File: src/rtl/router_output_arbiter.sv
// Output-channel arbiter: per-VC round-robin grant into single-entry VC buffers, polarity-gated drain to the link.
// Latency: grant -> VC buffer on 1 edge; buffer -> so on the next edge whose polarity matches the VC with ri high (min 2 cycles req->so).
// Backpressure: ri low holds the polarity VC buffer; a full buffer blocks new grants for its VC until it drains.
module router_output_arbiter #(
    parameter int PACKET_WIDTH = 64,
    parameter int NUM_REQ      = 5,
    parameter int VC_BIT       = 63
) (
    input  logic                            clk,
    input  logic                            reset,
    input  logic                            polarity,
    input  logic [NUM_REQ-1:0]              req,
    input  logic [NUM_REQ*PACKET_WIDTH-1:0] req_data,
    output logic [NUM_REQ-1:0]              gnt,
    input  logic                            ri,
    output logic                            so,
    output logic [PACKET_WIDTH-1:0]         so_data
);

    localparam int PTR_W = (NUM_REQ > 1) ? $clog2(NUM_REQ) : 1;

    typedef logic [PACKET_WIDTH-1:0] pkt_t;
    typedef logic [PTR_W-1:0]        ptr_t;

    localparam ptr_t LAST_IDX = ptr_t'(NUM_REQ - 1);

    // Per-source packets and their VC classification.
    pkt_t               pkt      [NUM_REQ];
    logic [NUM_REQ-1:0] vc_req   [2];

    // Per-VC state: single-entry buffer and round-robin pointer.
    logic [1:0]         buf_full;
    pkt_t               buf_data [2];
    ptr_t               rr_ptr   [2];

    // Per-VC arbitration result.
    logic [1:0]         win_vld;
    ptr_t               win_idx  [2];
    logic [1:0]         grant;

    // Drain of the VC selected by the current polarity.
    logic               drain;
    logic [1:0]         drain_vec;

    // Pointer advance past the winner, wrapping at the last source.
    function automatic ptr_t ptr_inc(input ptr_t p);
        return (p == LAST_IDX) ? '0 : p + 1'b1;
    endfunction

    // Slice the flattened request bus and split requests by the packet VC bit.
    always_comb begin
        vc_req[0] = '0;
        vc_req[1] = '0;
        for (int i = 0; i < NUM_REQ; i++) begin
            pkt[i]       = req_data[i*PACKET_WIDTH +: PACKET_WIDTH];
            vc_req[0][i] = req[i] & ~pkt[i][VC_BIT];
            vc_req[1][i] = req[i] &  pkt[i][VC_BIT];
        end
    end

    // Round-robin search per VC: first requester at or above rr_ptr, wrapping to 0.
    always_comb begin
        int idx;
        idx = 0;
        for (int v = 0; v < 2; v++) begin
            win_vld[v] = 1'b0;
            win_idx[v] = '0;
            for (int k = 0; k < NUM_REQ; k++) begin
                idx = int'(rr_ptr[v]) + k;
                if (idx >= NUM_REQ) begin
                    idx = idx - NUM_REQ;
                end
                if (!win_vld[v] && vc_req[v][idx]) begin
                    win_vld[v] = 1'b1;
                    win_idx[v] = ptr_t'(idx);
                end
            end
        end
    end

    // A VC grants only into a buffer that is empty at the start of the cycle;
    // a buffer draining this cycle is not refilled until the next one.
    always_comb begin
        grant = win_vld & ~buf_full & {2{~reset}};
        gnt   = '0;
        for (int i = 0; i < NUM_REQ; i++) begin
            if ((grant[0] && (win_idx[0] == ptr_t'(i))) ||
                (grant[1] && (win_idx[1] == ptr_t'(i)))) begin
                gnt[i] = 1'b1;
            end
        end
    end

    // Only the VC matching the polarity may drain, and only with downstream ready.
    always_comb begin
        drain        = buf_full[polarity] & ri;
        drain_vec    = 2'b00;
        drain_vec[0] = drain & ~polarity;
        drain_vec[1] = drain &  polarity;
    end

    // VC buffers and pointers: capture winner on grant, free on drain.
    always_ff @(posedge clk or posedge reset) begin
        if (reset) begin
            buf_full <= 2'b00;
            for (int v = 0; v < 2; v++) begin
                buf_data[v] <= '0;
                rr_ptr[v]   <= '0;
            end
        end else begin
            for (int v = 0; v < 2; v++) begin
                if (grant[v]) begin
                    buf_data[v] <= pkt[win_idx[v]];
                    rr_ptr[v]   <= ptr_inc(win_idx[v]);
                end
            end
            buf_full <= (buf_full & ~drain_vec) | grant;
        end
    end

    // Link output register: one-cycle send strobe, data holds between sends.
    always_ff @(posedge clk or posedge reset) begin
        if (reset) begin
            so      <= 1'b0;
            so_data <= '0;
        end else begin
            so <= drain;
            if (drain) begin
                so_data <= buf_data[polarity];
            end
        end
    end

endmodule

File: config.mk
export PLATFORM = sky130hd
export DESIGN_NAME = router_output_arbiter
export DESIGN_NICKNAME = d
export VERILOG_FILES = /design/src/rtl/router_output_arbiter.sv
export SDC_FILE = /design/constraint.sdc
export NUM_CORES = 1
export LEC_CHECK = 0
export ABC_AREA = 1
export BUFFER_PORTS_ARGS = -buffer_cell sky130_fd_sc_hd__buf_2
export CAP_MARGIN = 30
export CORE_MARGIN = 10
export CORE_UTILIZATION = 50
export CTS_CLUSTER_SIZE = 40
export DETAILED_ROUTE_END_ITERATION = 7
export GPL_TIMING_DRIVEN = 0
export PLACE_DENSITY = 0.74
export SLEW_MARGIN = 10
export SYNTH_ARGS = -nofsm -noshare
export SYNTH_HDL_FRONTEND = slang
export SYNTH_SLANG_ARGS = --single-unit
export TNS_END_PERCENT = 30
File: constraint.sdc
create_clock -name clk -period 7.16 [get_ports clk]
set_input_delay 0.716 -clock clk [delete_from_list [all_inputs] [get_ports clk]]
set_output_delay 0.716 -clock clk [all_outputs]
set_load 0.01 [all_outputs]
==> flow_summary.ini, run 1 <==
[outcome]
status = finished clean

[floorplan]
pin_count = 399
core_mm2 = 0.0334
start_util_pct = 50.5
num_rows = 67
die_x_um = 204
die_height_um = 204
fp.dieArea_mm2 = 0.0415

[clocking]
cts-root-buf = clkbuf_16
clk_path_buf_depth = 3
cts_resized = 0
clk_latency_ns = 0.53
clkSinkCount = 201
cts_tree = yes
numCtsBuffers = 24
cts_setup_buffers = 0
cts.clk_slew.worst_paths_ns = 0.06
cts.htree.levels = 1
postCtsHoldBufs = 0

[grt]
track_usage_pct = 35.1
grt_busiest_layer = met2
grt_pass1_vias = 20500
grt_util_met1_pct = 42.9
use_met2_pct = 56.1
grtUsageMet3_pct = 9.42
grt_pass1_wl_um = 115000
gr-total-overflow = 0
grt_max_degree = 112
antenna_found_initial = 9

[setup_path]
path_class = register to output port
crit_cells = 14
cpMaxStageDelayCell = dfrtp_1
crit_fanout = 10
cp-end-kind = output port
reg2reg_from = rr_ptr[4]
start_kind = register
critPathRequiredTime_ns = 6.44
cp.buffers_inverters = 4
regToRegSetupSlack_ns = 3.04
startpoint = rr_ptr[4]
max_stage_delay_ns = 0.43
cp_top_family = compound AO/OA/AOI/OAI gates
crit_arrival_ns = 4.45
path_cells = inv_1 -> ha_1 -> xor2_1 -> o21ai_0 -> inv_1 -> nand2_1 -> nand2_1 -> a21oi_1 -> nand4_2 -> o22ai_1 -> nand2_2 -> buf_2 -> a22o_1 -> buf_2
crit_end = gnt[4]
reg2reg_to = buf_data[76]
r2r_cells = 19

[finish]
fin_util_pct = 60.7
fill_cells = 3336
layout-drive-gt1-share_pct = 18.4
synthToLayoutAreaGrowth_pct = 20.1
final_nets = 3672
final_cells = 3790

[yosys]
synth.top_cells.by_area = nand2_1 (37%), dfrtp_1 (30%), nand3_1 (13%), inv_1 (4.1%), a22oi_1 (2.9%)
synth_nets = 3247
synth_area_leader_cell = nand2_1
ys_seq_area_share_pct = 29.8
syn_avg_cell_area_um2 = 5.82
synthCells = 2896
ys_warn_count = 0
synthDominantCellAreaShare_pct = 36.9
synth_area_mm2 = 0.0169
synth_cell_type_count = 37
ys_seq_elements = 201

[drt]
drt_pre_antenna_iters = 5
drtIter0Drc = 2085
wire_per_inst_um = 20.1
antenna_left = 0
drc = 0
via_per_inst = 5.60
wirelength_um = 76000
vias = 21200

[placed_design]
dpl.hpwl_um = 58200
portBuffers = 398
gp_congestion = 1.04
dp.cells = 3743

[timing]
final_max_slew_viol_count = 0
worst_slew_margin_rel_pct = 43.3
hold_violations = 0
tightest_slew_ns = 0.847
setup_viol = 0
finClkSkew_ns = 0.00832
setup_tns_ns = 0
period_share_pct = 72.2
rsz0062_at_grt = false
hold_ws_ns = 0.338
fin_crit_ns = 5.17
fmax_ghz = 0.194

[worst_hold_path]
hp-class = primary input to async pin

[run]
cap_viol_max_count = 0
layout make-up:
type                            count  area, um2  share of cell area (%)
Timing Repair Buffer              399       2020                    9.97
Antenna cell                        5       12.5                  0.0618
Multi-Input combinational cell   2310      10000                    49.5
Sequential cell                   201       5030                    24.8
Inverter                          200        758                    3.74
Clock inverter                     10       83.8                   0.414
Buffer                            185       1050                    5.17
Clock buffer                       32        712                    3.52
Tap cell                          448        561                    2.77
synthesized netlist by cell type (all sizes together):
cell / instances
a21oi: 3
or2: 3
a22o: 2
nor2: 25
nand4: 23
nand3: 437
buf: 137
o21a: 1
nand2: 1672
nor3: 1
o22ai: 5
xor2: 5
o211ai: 2
xnor2: 1
ha: 22
dfrtp: 201
o21ai: 40
clkbuf: 48
a31oi: 2
a22oi: 64
o31ai: 2
inv: 200
worst min-delay path by stage:
stage                              from           end  slack, ns  cells after the start
final                             reset   so_data[63]       0.34                      2
after global routing              reset  buf_data[63]       0.41                      2
after floorplan            buf_data[63]  buf_data[63]       0.44                      1
after detailed placement  buf_data[122]   so_data[58]       0.46                      2
after CTS                         reset    so_data[8]       0.39                      2
after global placement     buf_data[63]  buf_data[63]       0.45                      1
layer usage:
metal  up-vias  routed length, um
met5         -                 41
met4         6               4080
met3       237               9060
met2      1307              34000
met1      9761              28800
li1       9907                  -
layout by cell type, fill, tap and decap left out, types with 2 or more instances in the layout:
cell	count
a21oi_1	2
nand2_1	1656
buf_4	29
nor2_1	17
buf_6	21
o22ai_1	5
o21ai_2	2
inv_2	15
a22oi_1	64
a22o_1	2
inv_1	184
o31ai_1	2
nor2_8	2
nand3_1	429
o211ai_1	2
clkbuf_16	25
nand2_4	2
nand4_1	21
xor2_1	5
clkbuf_1	49
diode_2	5
o21ai_0	24
nand4_2	2
a31oi_1	2
clkinvlp_4	2
ha_1	22
buf_1	19
dfrtp_1	201
o21ai_1	14
clkinv_2	6
nand3_2	8
clkbuf_8	6
buf_2	466
nor2_2	6
nand2_2	14
sequential cells by signal, summed over array words and instances (netlist names):
| signal | flops |
|---|---|
| buf_data | 128 |
| buf_full | 2 |
| rr_ptr | 6 |
| so | 1 |
| so_data | 64 |
metrics by stage:
stage | setup slack, ns | cell area [um2]
after global placement | -1.63 | 19400
final | 1.99 | 20200
after CTS | 2.04 | 20200
after detailed placement | 2.62 | 19400
after floorplan | 0.962 | 16900
after global routing | 1.70 | 20200
logic make-up (layout without fill, tap and decap cells):
family / count (synthesis) / count (layout) / synth area share (%)
compound gates: 121 / 121 / 4.78
simple gates: 2161 / 2161 / 52.7
xor+xnor: 6 / 6 / 0.356
buf+inv: 385 / 826 / 10.7
other cells: 0 / 5 / 0
fa+ha+maj: 22 / 22 / 1.63
flops: 201 / 201 / 29.8
Power of run 1 is not shown: default switching activity piles up to over one toggle a cycle in this logic, so the estimate is an artifact.
==> run 2: changes to the inputs <==
==> constraint.sdc (replaced) <==
create_clock -name clk -period 4.9 [get_ports clk]
set_input_delay 0.49 -clock clk [delete_from_list [all_inputs] [get_ports clk]]
set_output_delay 0.49 -clock clk [all_outputs]
set_load 0.01 [all_outputs]
==> run 2 against run 1 <==
Worst hold slack worse by 0.21 ns. Utilization up 0.88 points. First-iteration DRC count up 14%. Register-to-register slack worse by 2.1 ns. Via count up 0.12%.
==> flow_summary.ini, run 2 (same netlist as run 1, synthesis figures left out) <==
[grt]
antenna_found_initial = 11
grt_pass1_wl_um = 116000
grt_max_degree = 38
grt_util_met1_pct = 44.4
grtUsageMet3_pct = 9.58
track_usage_pct = 35.4
grt_pass1_vias = 20400
use_met2_pct = 55.6
grt_busiest_layer = met2
gr-total-overflow = 0

[clocking]
cts.clk_slew.worst_paths_ns = 0.06
clk_latency_ns = 0.52
clkSinkCount = 201
cts-root-buf = clkbuf_16
postCtsHoldBufs = 0
cts.htree.levels = 1
clk_path_buf_depth = 3
numCtsBuffers = 24
cts_tree = yes

[setup_path]
startpoint = rr_ptr[4]
reg2reg_from = rr_ptr[4]
crit_fanout = 10
path_class = register to output port
crit_arrival_ns = 4.23
cp-end-kind = output port
critPathRequiredTime_ns = 4.41
start_kind = register

[outcome]
status = finished clean

[run]
cap_viol_max_count = 0

[finish]
design_area_mm2 = 0.0205
layout-drive-gt1-share_pct = 19.1
largest_reg_flops = 128
fill_cells = 3432
final_cell_mix = nand2_1 (1656), buf_2 (464), nand3_1 (428)
layout_commonest_cell = nand2_1
top_register = buf_data
final_nets = 3686
synthToLayoutAreaGrowth_pct = 21.9
top_regs = buf_data (128), so_data (64), rr_ptr (6)
final_cells = 3809

[floorplan]
start_util_pct = 50.5
pin_count = 399
core_mm2 = 0.0334
die_height_um = 204
fp.dieArea_mm2 = 0.0415
die_x_um = 204
num_rows = 67

[placed_design]
dp.cells = 3748
dpl_cell_area_mm2 = 0.0195
post-place-ws_ns = 0.534
dpl.hpwl_um = 58200
gp_congestion = 1.01
portBuffers = 398

[timing]
fmax_ghz = 0.212
finClkSkew_ns = 0.00716
tightest_slew_ns = 0.784
setup_slack_ns = 0.184
final_max_slew_viol_count = 0
setup_viol = 0
fin_crit_ns = 4.72
rsz0062_at_grt = true
period_share_pct = 96.2
worst_slew_margin_rel_pct = 47.8
hold_violations = 0
hold_ws_ns = 0.132

[drt]
wire_per_inst_um = 20.1
drt_pre_antenna_iters = 6
via_per_inst = 5.58
drtIter0Drc = 2385
antenna_left = 0
vias = 21200
wirelength_um = 76700
drc = 0

[worst_hold_path]
hp-class = primary input to async pin
[run 2: changes by cell type in the layout (fill, tap and decap cells not counted), moves of 3 or more]
cell | previous run | this run
inv_2 | 15 | 12
buf_12 | 0 | 5
dfrtp_1 | 201 | 198
inv_4 | 0 | 3
buf_4 | 29 | 38
dfrtp_2 | 0 | 3
diode_2 | 5 | 9
[run 2: final cells by class]
type                            count  area (um2)  area share (%)
Antenna cell                        9        22.5           0.110
Tap cell                          448         561            2.73
Timing Repair Buffer              412        2180            10.6
Multi-Input combinational cell   2310       10100            48.9
Buffer                            185        1050            5.12
Sequential cell                   201        5030            24.5
Clock inverter                     11         144           0.700
Timing Repair inverter              1        5.00          0.0244
Clock buffer                       32         722            3.51
Inverter                          200         769            3.75
[run 2: repair_timing]
action	CTS	global route
buffers inserted	0	8
gates resized for setup	1	18
endpoints found under the setup margin	1	5
endpoints found under the hold margin	0	0
cloned	0	1
pin swaps	0	1
[run 2: through the flow]
step / utilization, % / TNS, ns
after floorplan: - / 0
after global placement: 58.2 / 0
after detailed placement: 58.6 / 0
after CTS: 61.2 / 0
after global routing: 61.5 / -0.0575
final: 61.6 / 0
[run 2: worst paths after layout]
kind | cells past startpoint | end | slack, ns
max | 23 | gnt[0] | 0.18
min | 2 | buf_data[56] | 0.13
max reg2reg | 20 | buf_data[118] | 0.95
min reg2reg | 2 | so_data[59] | 0.47
max in group asynchronous | 6 | so_data[34] | 3.40
min in group clk | 5 | buf_data[46] | 0.29
[run 2: worst max-delay path, stage by stage (launching register included)]
cell and delay, ns:
dfrtp_2 0.46, clkinvlp_4 0.19, ha_1 0.21, inv_1 0.05
ha_1 0.15, inv_1 0.04, nand2_1 0.15, inv_1 0.09
o22ai_1 0.29, nand3_1 0.15, nand2_2 0.20, inv_2 0.05
nand2_1 0.05, nand2_1 0.05, nand2_1 0.07, nand2_2 0.08
nor2_8 0.41, nand2_4 0.10, buf_6 0.19, buf_6 0.17
inv_2 0.08, nand2_1 0.07, o21ai_1 0.20, buf_2 0.17
[run 2: layer usage]
metal / wire length [um] / vias up / part of all wire (%)
li1: - / 9961 / -
met1: 30000 / 9783 / 39
met2: 34300 / 1277 / 45
met3: 8760 / 218 / 11
met4: 3660 / 4 / 4.8
met5: 27 / - / 0.035
Power of run 2 is left out for the same reason.
